==> src/rtl/ecc_pmul_operand_regbank.sv <==
// Host byte-bus register bank: input operand / result memories, start/busy/done sequencing, cycle counter.
// Latency: host writes land at the next edge; core word reads are registered (1 cycle); host reads are combinational.
// Backpressure: none; host writes to inputs/CTRL while busy are dropped and flagged as overrun.
module ecc_pmul_operand_regbank #(
    parameter int pADDR_WIDTH   = 13,
    parameter int pBYTECNT_SIZE = 8,
    parameter int pWORD_W       = 32,
    parameter int pNUM_WORDS    = 8,
    parameter int pNUM_IN       = 3,
    parameter int pNUM_OUT      = 2,
    localparam int AW           = $clog2(pNUM_WORDS)
) (
    input  logic                          clk,
    input  logic                          reset_i,
    input  logic [pADDR_WIDTH-1:0]        reg_address,
    input  logic [pBYTECNT_SIZE-1:0]      reg_bytecnt,
    input  logic [7:0]                    write_data,
    output logic [7:0]                    read_data,
    input  logic                          reg_read,
    input  logic                          reg_write,
    input  logic                          reg_addrvalid,
    input  logic [pNUM_IN*AW-1:0]         in_addr,
    output logic [pNUM_IN*pWORD_W-1:0]    in_word,
    input  logic [pNUM_OUT*AW-1:0]        out_addr,
    input  logic [pNUM_OUT-1:0]           out_wren,
    input  logic [pNUM_OUT*pWORD_W-1:0]   out_word,
    input  logic                          core_rdy,
    output logic                          start_o,
    output logic                          trigger_o
);

    localparam int WB = pWORD_W / 8;
    localparam int LW = (WB > 1) ? $clog2(WB) : 1;
    localparam int NB = pNUM_WORDS * WB;

    typedef enum logic [2:0] {
        ST_IDLE,
        ST_START,
        ST_ARM,
        ST_RUN,
        ST_DONE
    } state_t;

    state_t state;

    logic [pWORD_W-1:0] in_mem    [pNUM_IN][pNUM_WORDS];
    logic [pWORD_W-1:0] out_mem   [pNUM_OUT][pNUM_WORDS];
    logic [pWORD_W-1:0] in_word_q [pNUM_IN];

    logic        msb_first;
    logic        done;
    logic        overrun;
    logic [31:0] cycles_q;

    logic                     busy;
    logic                     host_wr;
    logic [pNUM_IN-1:0]       in_hit;
    logic [pNUM_OUT-1:0]      out_hit;
    logic                     ctrl_hit;
    logic                     status_hit;
    logic                     cycles_hit;
    logic                     in_range;
    logic [pBYTECNT_SIZE-1:0] byte_idx;
    logic [AW-1:0]            byte_word;
    logic [LW-1:0]            byte_lane;
    logic                     overrun_set;

    assign busy    = (state != ST_IDLE);
    assign host_wr = reg_write && reg_addrvalid;

    // Register decode and host byte -> (word, lane) mapping, honouring MSB_FIRST
    always_comb begin
        for (int i = 0; i < pNUM_IN; i++) begin
            in_hit[i] = (reg_address == pADDR_WIDTH'(i));
        end
        for (int j = 0; j < pNUM_OUT; j++) begin
            out_hit[j] = (reg_address == pADDR_WIDTH'(16 + j));
        end
        ctrl_hit   = (reg_address == pADDR_WIDTH'(32));
        status_hit = (reg_address == pADDR_WIDTH'(33));
        cycles_hit = (reg_address == pADDR_WIDTH'(34));
        in_range   = (int'(reg_bytecnt) < NB);
        byte_idx   = msb_first ? (pBYTECNT_SIZE'(NB - 1) - reg_bytecnt) : reg_bytecnt;
        byte_word  = AW'(byte_idx / pBYTECNT_SIZE'(WB));
        byte_lane  = LW'(byte_idx % pBYTECNT_SIZE'(WB));
        overrun_set = busy && host_wr && ((|in_hit) || ctrl_hit);
    end

    // Host byte writes into input operand memories, locked out while an operation is in flight
    always_ff @(posedge clk) begin
        for (int i = 0; i < pNUM_IN; i++) begin
            if (host_wr && in_hit[i] && !busy && in_range) begin
                for (int l = 0; l < WB; l++) begin
                    if (byte_lane == LW'(l)) begin
                        in_mem[i][byte_word][l*8 +: 8] <= write_data;
                    end
                end
            end
        end
    end

    // Registered core-side operand read; a same-cycle host write is not visible yet
    always_ff @(posedge clk) begin
        if (reset_i) begin
            for (int i = 0; i < pNUM_IN; i++) begin
                in_word_q[i] <= '0;
            end
        end else begin
            for (int i = 0; i < pNUM_IN; i++) begin
                in_word_q[i] <= in_mem[i][in_addr[i*AW +: AW]];
            end
        end
    end

    genvar g;
    for (g = 0; g < pNUM_IN; g++) begin : g_in_word
        assign in_word[g*pWORD_W +: pWORD_W] = in_word_q[g];
    end

    // Core result word writes
    always_ff @(posedge clk) begin
        for (int j = 0; j < pNUM_OUT; j++) begin
            if (out_wren[j]) begin
                out_mem[j][out_addr[j*AW +: AW]] <= out_word[j*pWORD_W +: pWORD_W];
            end
        end
    end

    // Operation sequencer with registered start/trigger, status flags and saturating cycle counter
    always_ff @(posedge clk) begin
        if (reset_i) begin
            state     <= ST_IDLE;
            start_o   <= 1'b0;
            trigger_o <= 1'b0;
            done      <= 1'b0;
            overrun   <= 1'b0;
            cycles_q  <= '0;
            msb_first <= 1'b0;
        end else begin
            start_o <= 1'b0;
            if (overrun_set) begin
                overrun <= 1'b1;
            end
            case (state)
                ST_IDLE: begin
                    if (host_wr && ctrl_hit) begin
                        msb_first <= write_data[1];
                        if (write_data[0]) begin
                            state     <= ST_START;
                            start_o   <= 1'b1;
                            trigger_o <= 1'b1;
                            cycles_q  <= '0;
                            done      <= 1'b0;
                            overrun   <= 1'b0;
                        end
                    end
                end
                ST_START: begin
                    state <= ST_ARM;
                end
                ST_ARM: begin
                    state <= ST_RUN;
                    if (cycles_q != '1) cycles_q <= cycles_q + 32'd1;
                end
                ST_RUN: begin
                    if (cycles_q != '1) cycles_q <= cycles_q + 32'd1;
                    if (core_rdy) begin
                        state     <= ST_DONE;
                        done      <= 1'b1;
                        trigger_o <= 1'b0;
                    end
                end
                ST_DONE: begin
                    state <= ST_IDLE;
                end
                default: begin
                    state <= ST_IDLE;
                end
            endcase
        end
    end

    // Host read mux; results are read live even mid-operation
    always_comb begin
        read_data = 8'h00;
        if (reg_read) begin
            for (int i = 0; i < pNUM_IN; i++) begin
                if (in_hit[i] && in_range) begin
                    for (int l = 0; l < WB; l++) begin
                        if (byte_lane == LW'(l)) read_data = in_mem[i][byte_word][l*8 +: 8];
                    end
                end
            end
            for (int j = 0; j < pNUM_OUT; j++) begin
                if (out_hit[j] && in_range) begin
                    for (int l = 0; l < WB; l++) begin
                        if (byte_lane == LW'(l)) read_data = out_mem[j][byte_word][l*8 +: 8];
                    end
                end
            end
            if (ctrl_hit)   read_data = {6'b0, msb_first, 1'b0};
            if (status_hit) read_data = {5'b0, overrun, done, busy};
            if (cycles_hit) begin
                for (int k = 0; k < 4; k++) begin
                    if (reg_bytecnt == pBYTECNT_SIZE'(k)) read_data = cycles_q[k*8 +: 8];
                end
            end
        end
    end

endmodule

==> config.mk <==
export PLATFORM = sky130hd
export DESIGN_NAME = ecc_pmul_operand_regbank
export DESIGN_NICKNAME = d
export VERILOG_FILES = /design/src/rtl/ecc_pmul_operand_regbank.sv
export SDC_FILE = /design/constraint.sdc
export NUM_CORES = 2
export LEC_CHECK = 0
export BUFFER_PORTS_ARGS = -buffer_cell sky130_fd_sc_hd__buf_2
export CAP_MARGIN = 20
export CORE_MARGIN = 2
export CORE_UTILIZATION = 43
export DETAILED_ROUTE_END_ITERATION = 7
export PLACE_DENSITY = 0.7
export SLEW_MARGIN = 20
export SYNTH_ARGS = -nofsm -noshare
export SYNTH_HDL_FRONTEND = slang
export SYNTH_SLANG_ARGS = --single-unit
==> constraint.sdc <==
create_clock -name clk -period 3.9 [get_ports clk]
set_input_delay 0.39 -clock clk [delete_from_list [all_inputs] [get_ports clk]]
set_output_delay 0.39 -clock clk [all_outputs]
set_load 0.03 [all_outputs]
==> impl_metrics.sql <==
INSERT INTO impl_metrics (metric_group, metric, value, unit) VALUES
('clocking', 'cts_buffers', '149', ''),
('placement', 'port_buffer_count', '221', ''),
('power_and_ir_drop', 'power.density', '447', 'nW/um^2'),
('synth', 'postSynthNetCount', '4224', ''),
('route', 'drtIter0Drc', '6837', ''),
('job', 'max-cap-violations', '0', ''),
('worst_setup_path', 'critPathSlowestCell', 'sky130_fd_sc_hd__or4b_4', ''),
('synth', 'synth_seq_area_share', '0.665', ''),
('clocking', 'tritoncts', 'built', ''),
('placement', 'post-dp-hpwl', '141000', 'um'),
('floorplan', 'core', '143000', 'um^2'),
('sta', 'finalHoldViolCount', '0', ''),
('route', 'drt_first_pass_iters', '7', ''),
('floorplan', 'io-pin-count', '222', ''),
('global_route', 'overall_routing_resource_usage', '0.286', ''),
('sta', 'relSlewSlack', '0.234', ''),
('global_route', 'grt_pass1_wl', '306000', 'um'),
('synth', 'synthDistinctLibCells', '92', ''),
('route', 'viasPerCell', '6.56', ''),
('route', 'detailed_route_via_count', '45300', ''),
('finish', 'num-nets-final', '4982', ''),
('finish', 'area.growth.synth_to_final', '23.7', '%'),
('global_route', 'grt_max_degree', '97', ''),
('run_status', 'failed_checks', 'setup timing', ''),
('clocking', 'clock-sinks', '1416', ''),
('finish', 'postLayoutCoreUtil', '0.535', ''),
('run_status', 'result_of_the_run', 'finished, violations left', ''),
('global_route', 'grt_pass1_vias', '44000', ''),
('worst_setup_path', 'crit_chain', 'buf_8 > or4b_4 > and2_4 > buf_4 > o22ai_1 > a211oi_1 > nor4_1 > buf_4 > o41ai_4 > a21oi_2 > buf_4 > o2111ai_2 > o211a_1 > buf_6', ''),
('power_and_ir_drop', 'worst_ir_drop_vdd', '0.457', 'mV'),
('global_route', 'global_route.overflow_total', '0', ''),
('global_route', 'antenna_found_initial', '13', ''),
('synth', 'synth_area', '61900', 'um^2'),
('clocking', 'clock_root_buffer', 'sky130_fd_sc_hd__clkbuf_16', ''),
('floorplan', 'placementRows', '139', ''),
('floorplan', 'floorplan.initialDensity', '0.432', ''),
('route', 'routed_wire_length_per_instance', '31.1', 'um'),
('route', 'drc_errors', '0', ''),
('clocking', 'clock_tree.htree_level_count', '4', ''),
('route', 'routed_wirelength', '214000', 'um'),
('placement', 'gpl.final_weighted_congestion', '0.964', ''),
('placement', 'post-place-ws', '-0.557', 'ns'),
('sta', 'layout_min_cycle_time', '4.48', 'ns'),
('sta', 'finalSetupViolCount', '8', ''),
('finish', 'stdcell_count', '6903', ''),
('worst_setup_path', 'worst_path_dominant_cell_family', 'simple AND/OR/NAND/NOR gates', ''),
('floorplan', 'dieWidth', '383', 'um'),
('worst_setup_path', 'cp_common_cell', 'sky130_fd_sc_hd__buf_4', ''),
('synth', 'yosys_warnings', '0', ''),
('synth', 'synth-main-ff-cell', 'sky130_fd_sc_hd__edfxtp_1', ''),
('worst_setup_path', 'crit-reg2reg-launch', 'state[1]', ''),
('sta', 'final.setup.tns', '-4.00', 'ns'),
('finish', 'regArea', '41200', 'um^2'),
('placement', 'post-place-cells', '6470', ''),
('worst_setup_path', 'timing.critical_path.from_type', 'register', ''),
('floorplan', 'die_footprint', '147000', 'um^2'),
('sta', 'timing_worst_slew_pin_value', '1.15', 'ns'),
('worst_setup_path', 'worstSetupEndpointType', 'primary output', ''),
('hold_path', 'timing.hold.worst_endpoint', 'in_mem[2][38]', ''),
('sta', 'layout_worst_path_cycle_share', '1.15', ''),
('sta', 'timing_max_transition_violations_final', '0', ''),
('hold_path', 'min_from', 'write_data[6]', ''),
('finish', 'n_fill_cell', '11400', ''),
('floorplan', 'die_height', '383', 'um'),
('power_and_ir_drop', 'cellLeakagePower', '26.0', 'nW'),
('synth', 'synth.ff_latch_count', '1416', ''),
('synth', 'post_synth_arst_share', '0', ''),
('route', 'antenna_viol_nets_final', '0', ''),
('clocking', 'path_clk_slew', '0.06', 'ns'),
('clocking', 'clk-insertion-delay-late', '0.83', 'ns'),
('sta', 'finalWorstSetupSlack', '-0.584', 'ns');
## worst reg2reg max path: stages (launching register included)
cell and delay, ns:
sky130_fd_sc_hd__dfxtp_1 0.39, sky130_fd_sc_hd__or3_1 0.41, sky130_fd_sc_hd__nor2_1 0.12, sky130_fd_sc_hd__buf_4 0.38
sky130_fd_sc_hd__nand3_1 0.54, sky130_fd_sc_hd__nor2_1 0.55, sky130_fd_sc_hd__buf_4 0.27
## metrics by stage
stage	power, mW	area (um^2)	hold slack [ns]
after floorplan	18.6	61900	0.426
after global placement	19.8	68900	0.474
after detailed placement	19.9	68900	0.477
after CTS	34.2	76200	0.0390
after global routing	35.0	76500	0.0790
final	34.2	76600	0.0909
## flip-flops by register name (all words and copies together), names as in the netlist, 3 cells and up
signal	cells
cycles_q	32
state	3
in_word_q	96
out_mem	512
in_mem	768
## worst max-delay path by stage
stage | startpoint | end | cells after the start
after CTS | msb_first | read_data[1] | 16
final | msb_first | read_data[6] | 14
after floorplan | reg_address[8] | read_data[2] | 9
after global routing | msb_first | read_data[6] | 13
after detailed placement | reg_bytecnt[3] | read_data[4] | 16
after global placement | reg_bytecnt[2] | read_data[6] | 14
## routing by layer
metal,vias to the layer above,share of wire,GRT usage
li1,18400,-,-
met1,22800,0.36,0.376
met2,3415,0.45,0.436
met3,669,0.12,0.0742
met4,12,0.058,0.152
met5,-,0.00040,0
## cell usage after synthesis, types with 13 or more instances
cell type / n / area share
sky130_fd_sc_hd__a21oi_1: 97 / 0.0078
sky130_fd_sc_hd__a221oi_1: 15 / 0.0021
sky130_fd_sc_hd__buf_6: 38 / 0.0069
sky130_fd_sc_hd__inv_1: 19 / 0.0012
sky130_fd_sc_hd__and2_1: 17 / 0.0017
sky130_fd_sc_hd__dfxtp_1: 136 / 0.044
sky130_fd_sc_hd__nand2_1: 82 / 0.0050
sky130_fd_sc_hd__or4_1: 24 / 0.0029
sky130_fd_sc_hd__mux2_2: 88 / 0.016
sky130_fd_sc_hd__a31oi_1: 25 / 0.0025
sky130_fd_sc_hd__o22ai_1: 429 / 0.043
sky130_fd_sc_hd__nand2b_1: 17 / 0.0017
sky130_fd_sc_hd__a211oi_1: 18 / 0.0022
sky130_fd_sc_hd__a22oi_1: 13 / 0.0016
sky130_fd_sc_hd__o31ai_1: 13 / 0.0016
sky130_fd_sc_hd__o2111ai_1: 23 / 0.0033
sky130_fd_sc_hd__or3_1: 25 / 0.0025
sky130_fd_sc_hd__buf_1: 42 / 0.0025
sky130_fd_sc_hd__edfxtp_1: 1280 / 0.62
sky130_fd_sc_hd__nor4_1: 60 / 0.0061
sky130_fd_sc_hd__nor3_1: 47 / 0.0038
sky130_fd_sc_hd__mux2i_1: 168 / 0.027
sky130_fd_sc_hd__o21ai_0: 126 / 0.010
sky130_fd_sc_hd__clkbuf_1: 94 / 0.0057
sky130_fd_sc_hd__nor2_1: 420 / 0.025
sky130_fd_sc_hd__buf_4: 37 / 0.0045
sky130_fd_sc_hd__mux4_2: 230 / 0.084
sky130_fd_sc_hd__nand3_1: 46 / 0.0037
sky130_fd_sc_hd__buf_2: 113 / 0.0091
sky130_fd_sc_hd__xor2_1: 17 / 0.0024
sky130_fd_sc_hd__nand4_1: 24 / 0.0024
sky130_fd_sc_hd__o211ai_1: 52 / 0.0063
sky130_fd_sc_hd__o221ai_1: 85 / 0.012
## timing repair
item / 4_1_cts / 5_1_grt
pin swaps: 75 / 44
hold buffers: 71 / 0
buffers inserted: 61 / 11
endpoints found under the hold margin: 540 / 0
gates resized for setup: 163 / 42
cloned: 9 / 2
setup endpoints to repair: 8 / 8
## placed cells by master, fill, tap and decap left out, types with 19 or more instances in the layout
master | synthesis | routed
sky130_fd_sc_hd__o211ai_1 | 52 | 52
sky130_fd_sc_hd__edfxtp_1 | 1280 | 1280
sky130_fd_sc_hd__a21oi_1 | 97 | 84
sky130_fd_sc_hd__nand3_1 | 46 | 45
sky130_fd_sc_hd__buf_6 | 38 | 23
sky130_fd_sc_hd__buf_4 | 37 | 526
sky130_fd_sc_hd__nand2_1 | 82 | 81
sky130_fd_sc_hd__dfxtp_1 | 136 | 135
sky130_fd_sc_hd__nand4_1 | 24 | 24
sky130_fd_sc_hd__mux2_2 | 88 | 88
sky130_fd_sc_hd__clkinv_2 | 0 | 22
sky130_fd_sc_hd__or3_1 | 25 | 24
sky130_fd_sc_hd__clkbuf_16 | 0 | 152
sky130_fd_sc_hd__buf_2 | 113 | 204
sky130_fd_sc_hd__mux2i_1 | 168 | 168
sky130_fd_sc_hd__buf_12 | 0 | 84
sky130_fd_sc_hd__clkinv_1 | 0 | 32
sky130_fd_sc_hd__dlygate4sd3_1 | 0 | 71
sky130_fd_sc_hd__mux4_2 | 230 | 230
sky130_fd_sc_hd__o21ai_0 | 126 | 117
sky130_fd_sc_hd__nor2_1 | 420 | 405
sky130_fd_sc_hd__o22ai_1 | 429 | 408
sky130_fd_sc_hd__or4_1 | 24 | 19
sky130_fd_sc_hd__nor3_1 | 47 | 40
sky130_fd_sc_hd__o221ai_1 | 85 | 84
sky130_fd_sc_hd__nor4_1 | 60 | 53
sky130_fd_sc_hd__clkbuf_1 | 94 | 30
## cells by family (layout without fill, tap and decap cells)
logic type	Yosys count	count (layout)	synth area share
simple gates	826	829	0.0644
fa+ha+maj	1	1	0.000202
flops	1416	1416	0.665
compound gates	1009	1009	0.110
mux	486	486	0.127
xor+xnor	24	24	0.00340
other cells	0	10	0
buf+inv	345	1225	0.0301
## power by group
| group | leakage, nW | internal (mW) | switching, mW |
|---|---|---|---|
| Sequential | 12.7 | 16.8 | 0.0647 |
| Combinational | 11.0 | 1.15 | 1.86 |
| Clock | 2.38 | 8.07 | 6.28 |
| Total | 26.0 | 26.0 | 8.20 |
## final cells by class
class | count | area share
sequential | 1416 | 0.538
multi-input combinational | 2349 | 0.259
timing repair buffer | 929 | 0.106
clock buffer | 184 | 0.0512
tap | 1903 | 0.0311
clock inverter | 92 | 0.0138
inverter | 20 | 0.000981
antenna | 10 | 0.000327
Note: power is estimated with default switching activity, not from simulation.
